**config.mk**
```make
export PLATFORM = sky130hd
export DESIGN_NAME = song_sequencer
export DESIGN_NICKNAME = d
export VERILOG_FILES = /design/src/rtl/song_pkg.sv /design/src/rtl/song_rom.sv /design/src/rtl/song_sequencer.sv
export SDC_FILE = /design/constraint.sdc
export NUM_CORES = 1
export LEC_CHECK = 0
export CELL_PAD_IN_SITES_DETAIL_PLACEMENT = 1
export CELL_PAD_IN_SITES_GLOBAL_PLACEMENT = 2
export CORE_AREA = 2 2 115 117
export CTS_BUF_LIST = sky130_fd_sc_hd__clkbuf_4
export CTS_CLUSTER_SIZE = 12
export DETAILED_ROUTE_END_ITERATION = 10
export DIE_AREA = 0 0 117 119
export PLACE_DENSITY_LB_ADDON = 0.1
export SYNTH_ARGS = -nofsm -noshare
export SYNTH_HDL_FRONTEND = slang
export SYNTH_SLANG_ARGS = --single-unit
```
**constraint.sdc**
```tcl
create_clock -name clk -period 2.1 [get_ports clk]
set_input_delay 0.63 -clock clk [delete_from_list [all_inputs] [get_ports clk]]
set_output_delay 0.63 -clock clk [all_outputs]
set_load 0.02 [all_outputs]
```
**src/rtl/song_pkg.sv**
```systemverilog
// song_pkg: shared encodings, ROM word layout and FSM states
// for the buzzer song sequencer.
package song_pkg;

  localparam logic [2:0] MODE_AUTO = 3'b010;
  localparam logic [2:0] MODE_FREE = 3'b100;

  localparam logic [1:0] OCT_LOW  = 2'b01;
  localparam logic [1:0] OCT_HIGH = 2'b10;

  localparam logic [3:0] END_MARKER = 4'hF;

  localparam int ROM_W      = 10;
  localparam int W_NOTE_LSB = 6;
  localparam int W_OCT_LSB  = 4;
  localparam int W_DUR_LSB  = 0;

  typedef enum logic [2:0] {
    IDLE,
    FETCH,
    LOAD,
    PLAY,
    GAP,
    PAUSED,
    DONE
  } state_t;

  function automatic logic [ROM_W-1:0] mk_word(
    input logic [3:0] n,
    input logic [1:0] o,
    input logic [3:0] d
  );
    return {n, o, d};
  endfunction

  function automatic logic oct_valid(
    input logic [1:0] o
  );
    return (o == OCT_LOW) || (o == OCT_HIGH);
  endfunction

  // Codes 8..14 are encoded but sound as rests.
  function automatic logic is_tone(
    input logic [3:0] n
  );
    return (n >= 4'd1) && (n <= 4'd7);
  endfunction

endpackage

```
**src/rtl/song_rom.sv**
```systemverilog
// song_rom: synchronous-read song table, one word per entry,
// addressed by {song, index}.
module song_rom #(
  parameter int SONG_AW   = 6,
  parameter int NUM_SONGS = 4,
  localparam int SEL_W    = $clog2(NUM_SONGS),
  localparam int AW       = SEL_W + SONG_AW
) (
  input  logic                      clk,
  input  logic                      rst_n,
  input  logic [AW-1:0]             addr,
  output logic [song_pkg::ROM_W-1:0] data
);
  import song_pkg::*;

  function automatic logic [ROM_W-1:0] lookup(
    input logic [AW-1:0] a
  );
    int s;
    int i;
    s = int'(a[AW-1:SONG_AW]);
    i = int'(a[SONG_AW-1:0]);
    lookup = mk_word(END_MARKER, 2'b00, 4'd0);
    case (s)
      0: begin
        case (i)
          0: lookup = mk_word(4'd5, OCT_LOW, 4'd2);
          1: lookup = mk_word(4'd1, OCT_HIGH, 4'd1);
          default: ;
        endcase
      end
      1: begin
        case (i)
          0: lookup = mk_word(4'd3, OCT_HIGH, 4'd1);
          1: lookup = mk_word(4'd2, 2'b00, 4'd0);
          default: ;
        endcase
      end
      // No end marker: plays every entry of the page.
      2: lookup = mk_word(4'd6, OCT_LOW, 4'd1);
      3: begin
        case (i)
          0: lookup = mk_word(4'd7, OCT_HIGH, 4'd1);
          1: lookup = mk_word(4'd9, 2'b00, 4'd1);
          2: lookup = mk_word(4'd0, 2'b11, 4'd1);
          default: ;
        endcase
      end
      default: ;
    endcase
  endfunction

  always_ff @(posedge clk or negedge rst_n) begin
    if (!rst_n) begin
      data <= '0;
    end else begin
      data <= lookup(addr);
    end
  end

endmodule

```
**src/rtl/song_sequencer.sv**
```systemverilog
// song_sequencer: drives the buzzer note/octave from live keys
// or from the song ROM with timed notes and gaps.
module song_sequencer #(
  parameter int TICKS_PER_UNIT = 12_500_000,
  parameter int GAP_TICKS      = 1_250_000,
  parameter int SONG_AW        = 6,
  parameter int NUM_SONGS      = 4,
  localparam int SEL_W         = $clog2(NUM_SONGS)
) (
  input  logic               clk,
  input  logic               rst_n,
  input  logic [2:0]         mode,
  input  logic [3:0]         key_note,
  input  logic [1:0]         key_octave,
  input  logic [SEL_W-1:0]   song_sel,
  input  logic               start,
  input  logic               pause,
  input  logic               stop,
  output logic [3:0]         note,
  output logic [1:0]         octave_auto,
  output logic               busy,
  output logic               done,
  output logic [SONG_AW-1:0] cur_index
);
  import song_pkg::*;

  localparam int NOTE_MAX = 16 * TICKS_PER_UNIT;
  localparam int MAX_CNT  =
    (NOTE_MAX > GAP_TICKS) ? NOTE_MAX : GAP_TICKS;
  localparam int CNT_W    = $clog2(MAX_CNT);

  localparam logic [SONG_AW-1:0] IDX_LAST = '1;
  localparam logic [CNT_W-1:0]   GAP_LOAD =
    CNT_W'(GAP_TICKS - 1);

  state_t             state;
  state_t             state_n;
  state_t             ret;
  state_t             ret_n;
  state_t             nxt;
  logic [CNT_W-1:0]   cnt;
  logic [CNT_W-1:0]   cnt_n;
  logic [CNT_W-1:0]   nxt_cnt;
  logic [CNT_W-1:0]   dur_load;
  logic [SONG_AW-1:0] idx;
  logic [SONG_AW-1:0] idx_n;
  logic [SONG_AW-1:0] cur_n;
  logic [SEL_W-1:0]   sid;
  logic [SEL_W-1:0]   sid_n;
  logic [3:0]         play;
  logic [3:0]         play_n;
  logic [3:0]         note_n;
  logic [1:0]         hold;
  logic [1:0]         hold_n;
  logic [1:0]         oct_n;
  logic               done_n;
  logic               abort;

  logic [ROM_W-1:0]   word;
  logic [3:0]         w_note;
  logic [1:0]         w_oct;
  logic [3:0]         w_dur;
  logic [4:0]         units;

  song_rom #(
    .SONG_AW   (SONG_AW),
    .NUM_SONGS (NUM_SONGS)
  ) u_rom (
    .clk   (clk),
    .rst_n (rst_n),
    .addr  ({sid, idx}),
    .data  (word)
  );

  assign w_note = word[W_NOTE_LSB +: 4];
  assign w_oct  = word[W_OCT_LSB +: 2];
  assign w_dur  = word[W_DUR_LSB +: 4];

  assign units = (w_dur == 4'd0) ? 5'd16
                                 : {1'b0, w_dur};
  assign dur_load =
    CNT_W'(int'(units) * TICKS_PER_UNIT - 1);

  // The done pulse still counts as busy so a start
  // landing on it cannot slip in.
  assign busy  = (state != IDLE) | done;
  assign abort = (mode != MODE_AUTO) | stop;

  always_comb begin
    state_n = state;
    ret_n   = ret;
    cnt_n   = cnt;
    idx_n   = idx;
    sid_n   = sid;
    play_n  = play;
    hold_n  = hold;
    cur_n   = cur_index;
    done_n  = 1'b0;
    nxt     = state;
    nxt_cnt = cnt;
    if (abort) begin
      state_n = IDLE;
    end else begin
      unique case (state)
        IDLE: begin
          if (start && !done) begin
            nxt   = FETCH;
            sid_n = song_sel;
            idx_n = '0;
          end
        end
        FETCH: nxt = LOAD;
        LOAD: begin
          cur_n = idx;
          if (w_note == END_MARKER) begin
            nxt = DONE;
          end else begin
            play_n  = is_tone(w_note) ? w_note : 4'd0;
            nxt_cnt = dur_load;
            nxt     = PLAY;
            if (oct_valid(w_oct)) hold_n = w_oct;
          end
        end
        PLAY: begin
          if (cnt == '0) begin
            nxt     = GAP;
            nxt_cnt = GAP_LOAD;
          end else begin
            nxt_cnt = cnt - 1'b1;
          end
        end
        GAP: begin
          if (cnt != '0) begin
            nxt_cnt = cnt - 1'b1;
          end else if (idx == IDX_LAST) begin
            nxt = DONE;
          end else begin
            idx_n = idx + 1'b1;
            nxt   = FETCH;
          end
        end
        PAUSED: begin
          if (!pause) nxt = ret;
        end
        DONE: begin
          nxt    = IDLE;
          done_n = 1'b1;
        end
        default: nxt = IDLE;
      endcase
      // Park the step we would have taken; resume replays it.
      if (pause &&
          (state == PLAY || state == GAP) &&
          (nxt == PLAY || nxt == GAP)) begin
        ret_n   = nxt;
        state_n = PAUSED;
      end else begin
        state_n = nxt;
      end
      cnt_n = nxt_cnt;
    end
  end

  always_comb begin
    note_n = 4'd0;
    oct_n  = 2'b00;
    if (mode == MODE_FREE) begin
      note_n = key_note;
      oct_n  = oct_valid(key_octave) ? key_octave
                                     : octave_auto;
    end else if (mode == MODE_AUTO) begin
      note_n = (state_n == PLAY) ? play_n : 4'd0;
      oct_n  = hold_n;
    end
  end

  always_ff @(posedge clk or negedge rst_n) begin
    if (!rst_n) begin
      state       <= IDLE;
      ret         <= IDLE;
      cnt         <= '0;
      idx         <= '0;
      sid         <= '0;
      play        <= 4'd0;
      hold        <= OCT_LOW;
      cur_index   <= '0;
      note        <= 4'd0;
      octave_auto <= 2'b00;
      done        <= 1'b0;
    end else begin
      state       <= state_n;
      ret         <= ret_n;
      cnt         <= cnt_n;
      idx         <= idx_n;
      sid         <= sid_n;
      play        <= play_n;
      hold        <= hold_n;
      cur_index   <= cur_n;
      note        <= note_n;
      octave_auto <= oct_n;
      done        <= done_n;
    end
  end

endmodule

```
==> flow_summary.rst <==
.. list-table::
   :header-rows: 1

   * - Metric
     - Value
   * - DP Worst Slack
     - -0.346 ns
   * - Wire length of the first global-routing pass
     - between 20000 and 25000 microns
   * - Async set-or-reset flop fraction in the synthesized netlist
     - between 90% and 100%
   * - Setup crit start kind
     - flip-flop
   * - Avg WL per Cell
     - between 15 and 20 microns
   * - Global-route met3 utilization
     - 2.60%
   * - Worst Slack Setup Final
     - -0.187 ns
   * - Post-detailed-route DRC marker count
     - 0
   * - Via count of the first global-routing pass
     - about 4.4k
   * - Slew margin rel.
     - 53.9%
   * - H-Tree Level Count
     - 3
   * - Combinational share of power
     - about 28%
   * - Share of power burned in the clock network
     - 29.6%
   * - Clock tree from TritonCTS
     - yes
   * - Congestion Overflow GR
     - 0
   * - Required time of the critical path
     - around 2.5 ns
   * - Vias after detailed routing
     - 4242
   * - Worst-path cell chain
     - buf_6 > or4_4 > or4_4 > nor2_4 > buf_6 > and2_4 > o21ai_4 > o2bb2ai_2
   * - Largest net degree at the start of global routing
     - 29
   * - Highest Clock Rate
     - 437 MHz
   * - End-of-flow core utilization
     - 48.8%
   * - Worst clock skew
     - around 0.021 ns
   * - Switching share of total power
     - approximately a third
   * - Number of core rows
     - 42
   * - Clk sink count
     - between 60 and 70
   * - DRC marker count from the first detailed-route iteration
     - 141
   * - Area growth, synth to finish
     - 53.2%
   * - Violated checks
     - setup timing
   * - Area of the core
     - 12900 sq um
   * - Drt via density
     - between 5 and 6
   * - Routability congestion estimate
     - approximately 0.86
   * - Number of top-level design ports
     - 30
   * - Top_reg_cell synth
     - sky130_fd_sc_hd__dfrtp_1
   * - Clock-pin transition on the worst setup and hold timing paths
     - around 0.14 ns
   * - Worst setup EP type
     - flip-flop
   * - Count of final hold-check violations
     - 0
   * - Gate Count Post-Synth
     - approximately 460
   * - Total global-route track usage
     - 21.4%
   * - Buffer type at the clock tree root
     - sky130_fd_sc_hd__clkbuf_4
   * - Setup repair after global routing missed its margin
     - yes
   * - HP Class
     - input port to async pin
   * - Critical-path cell with the highest stage delay
     - sky130_fd_sc_hd__or4_4
   * - Net count after synthesis
     - ~490
   * - Share of the clock period used by the worst path after layout
     - 109%
   * - Total placed instance area
     - 5380 sq um
   * - Finish-stage setup viols
     - 40
   * - Static Leak
     - 2.84 nW
   * - Max VDD drop
     - 0.000292 V
   * - Critical path's top delay family
     - simple AND/OR/NAND/NOR gates
   * - Distinct cells, synth
     - 65
   * - Routed wire length
     - 14800 microns
   * - Result of the run
     - complete, but fails checks
   * - Met1 GRT Util
     - a little over a quarter
   * - Number of buffer and inverter stages on the critical path
     - 2
   * - Sum Neg Setup Slack
     - -4.58 ns
   * - Number of antenna violations at the first check in global routing
     - 1
   * - Slew of the pin with the lowest slew margin
     - 0.690 ns
   * - # port buffers
     - 29
   * - Horizontal die dimension
     - 117 microns
   * - Starting utilization of the core area
     - between 30% and 40%
   * - Worst-case clock buffer depth
     - 2
   * - Source-to-sink clock delay at the later pin of the worst-skew pair
     - roughly 0.46 ns
   * - Die Area
     - 13900 sq um
   * - Max-cap violation count
     - 0
   * - Mean instance size in the synthesized netlist
     - 9.01 sq um
   * - Critical path's largest stage delay
     - 0.55 ns
   * - Cell-internal power
     - around 0.0023 W
   * - Total number of yosys warnings
     - 0
   * - Post-detailed-placement half-perimeter wirelength
     - ~10000 microns
   * - Final Cell Area
     - 6280 sq um
   * - Proportion of power drawn by flip-flops and latches
     - 42.7%
   * - Largest fanout on the critical path
     - 5
   * - Final count of pins violating max slew
     - 0
   * - WP data arrival
     - 2.64 ns
   * - Sw Pwr
     - ~0.0011 W
   * - Seq cells post-synth
     - 69
   * - Power density over cell area
     - 548 nW/um^2
   * - Total design power
     - 0.00344 W
   * - Final layout net count
     - 633
   * - Gr busiest metal
     - met2
   * - Tmin final
     - 2.29 ns
   * - First-pass iteration count of the detailed router
     - 4
   * - Layout cells sized above 1
     - 37.6%
   * - Worst setup path category
     - flip-flop to flip-flop
   * - Number of buffers inserted during clock tree synthesis
     - 9
   * - Combined area of all synthesized cells
     - about 4000 sq um
   * - Number of enable-type register cells in the synthesized netlist
     - 0
   * - Post-DRT Antenna Nets
     - 0
   * - Seq/Total Area, Yosys
     - a little over two fifths
   * - Global routing usage on met2
     - 36.8%
   * - Die Y
     - between 100 and 150 microns
sequential cells by signal, summed over array words and instances (netlist names), 3 cells and up:
| register | flops |
|---|---|
| cnt | 28 |
| cur_index | 6 |
| idx | 6 |
| note | 4 |
| play | 4 |
| ret | 3 |
| state | 3 |
| u_rom.data | 8 |
power by group through the flow:
| stage | Clock [W] | Combinational, W | Sequential, W |
|---|---|---|---|
| 3_5_place_dp | 0 | 0.000823 | 0.00150 |
| 2_1_floorplan | 0 | 0.000511 | 0.00147 |
| 5_1_grt | 0.00110 | 0.00104 | 0.00149 |
| 6_report | 0.00102 | 0.000953 | 0.00147 |
| 3_3_place_gp | 0 | 0.000798 | 0.00149 |
| 4_1_cts | 0.00105 | 0.000880 | 0.00147 |
cell type report:
type	instances	area, sq um
Clock buffer	9	67.6
Antenna cell	1	2.50
Timing Repair Buffer	153	1370
Sequential cell	69	1730
Fill cell	1467	6590
Tap cell	176	220
Multi-Input combinational cell	349	2730
Inverter	20	75.1
Clock inverter	7	88.8
worst paths after layout:
check / start / to / slack [ns] / depth (start not counted)
worst max-delay path: cnt[1] / cnt[27] / -0.19 / 8
worst min-delay path: rst_n / cnt[17] / 0.08 / 1
worst max register to register: cnt[1] / cnt[27] / -0.19 / 8
worst min register to register: u_rom.data[5] / hold[0] / 0.48 / 1
max in group asynchronous: rst_n / hold[0] / 1.42 / 2
min in group clk: u_rom.data[5] / hold[0] / 0.48 / 1
cell usage in the layout, fill, tap and decap left out, types with 11 or more instances in the layout:
| master | n |
|---|---|
| sky130_fd_sc_hd__buf_6 | 17 |
| sky130_fd_sc_hd__clkdlybuf4s50_1 | 21 |
| sky130_fd_sc_hd__buf_4 | 101 |
| sky130_fd_sc_hd__o21ai_0 | 28 |
| sky130_fd_sc_hd__nor2_1 | 27 |
| sky130_fd_sc_hd__nor3_1 | 20 |
| sky130_fd_sc_hd__nand2_1 | 44 |
| sky130_fd_sc_hd__a21oi_1 | 14 |
| sky130_fd_sc_hd__a22o_1 | 13 |
| sky130_fd_sc_hd__nand3_1 | 13 |
| sky130_fd_sc_hd__inv_1 | 20 |
| sky130_fd_sc_hd__ha_1 | 14 |
| sky130_fd_sc_hd__dfrtp_1 | 68 |
| sky130_fd_sc_hd__o21ai_1 | 11 |
kinds of logic (layout without fill, tap and decap cells):
group	after synthesis	in the layout	share of synthesized area, %
and+or+nand+nor	173	173	22.5
AOI/OAI and AO/OA	144	147	23.5
DFF	69	69	42.2
buffers and inverters	40	189	3.91
adders and majority gates	15	15	4.58
xor gates and xnor gates	7	7	1.50
muxes	7	7	1.89
other	0	1	0
per-layer routing:
layer	part of all wire, %	vias to the layer above
li1	-	1996
met1	43	2151
met2	52	64
met3	2.1	31
met4	3.4	0
met5	0	-
cell usage after synthesis, drive strengths merged, types with 3 or more instances:
library cell	instances	area (sq um)
nand3	15	80.1
mux2	6	67.6
a21oi	25	125
o21ai	43	215
o22ai	7	43.8
nand2	48	183
xnor2	3	26.3
nand4	6	43.8
ha	15	188
o21a	5	37.5
xor2	4	35.0
nor3	27	140
a31oi	10	62.6
and3	6	37.5
clkbuf	12	45.0
a32oi	4	35.0
o21bai	3	22.5
dfrtp	68	1700
buf	8	40.0
inv	20	75.1
nor3b	5	42.5
a22o	13	114
nor2	36	135
or4	4	37.5
nor4	6	65.1
and2	4	25.0
o2bb2ai	9	78.8
nand2b	3	18.8
per-stage QoR:
step	std cells	hold slack [ns]
floorplan	455	0.334
global placement	745	0.464
detailed placement	745	0.478
CTS	771	0.0701
global route	784	0.0854
finish	784	0.0814
what timing repair did:
item,in CTS,in global routing
cloned,1,4
resized for setup,57,74
buffers inserted,11,10
pin swaps,22,31
setup endpoints to repair,47,49
hold buffers,0,0
Note: power is estimated with default switching activity, not from simulation.
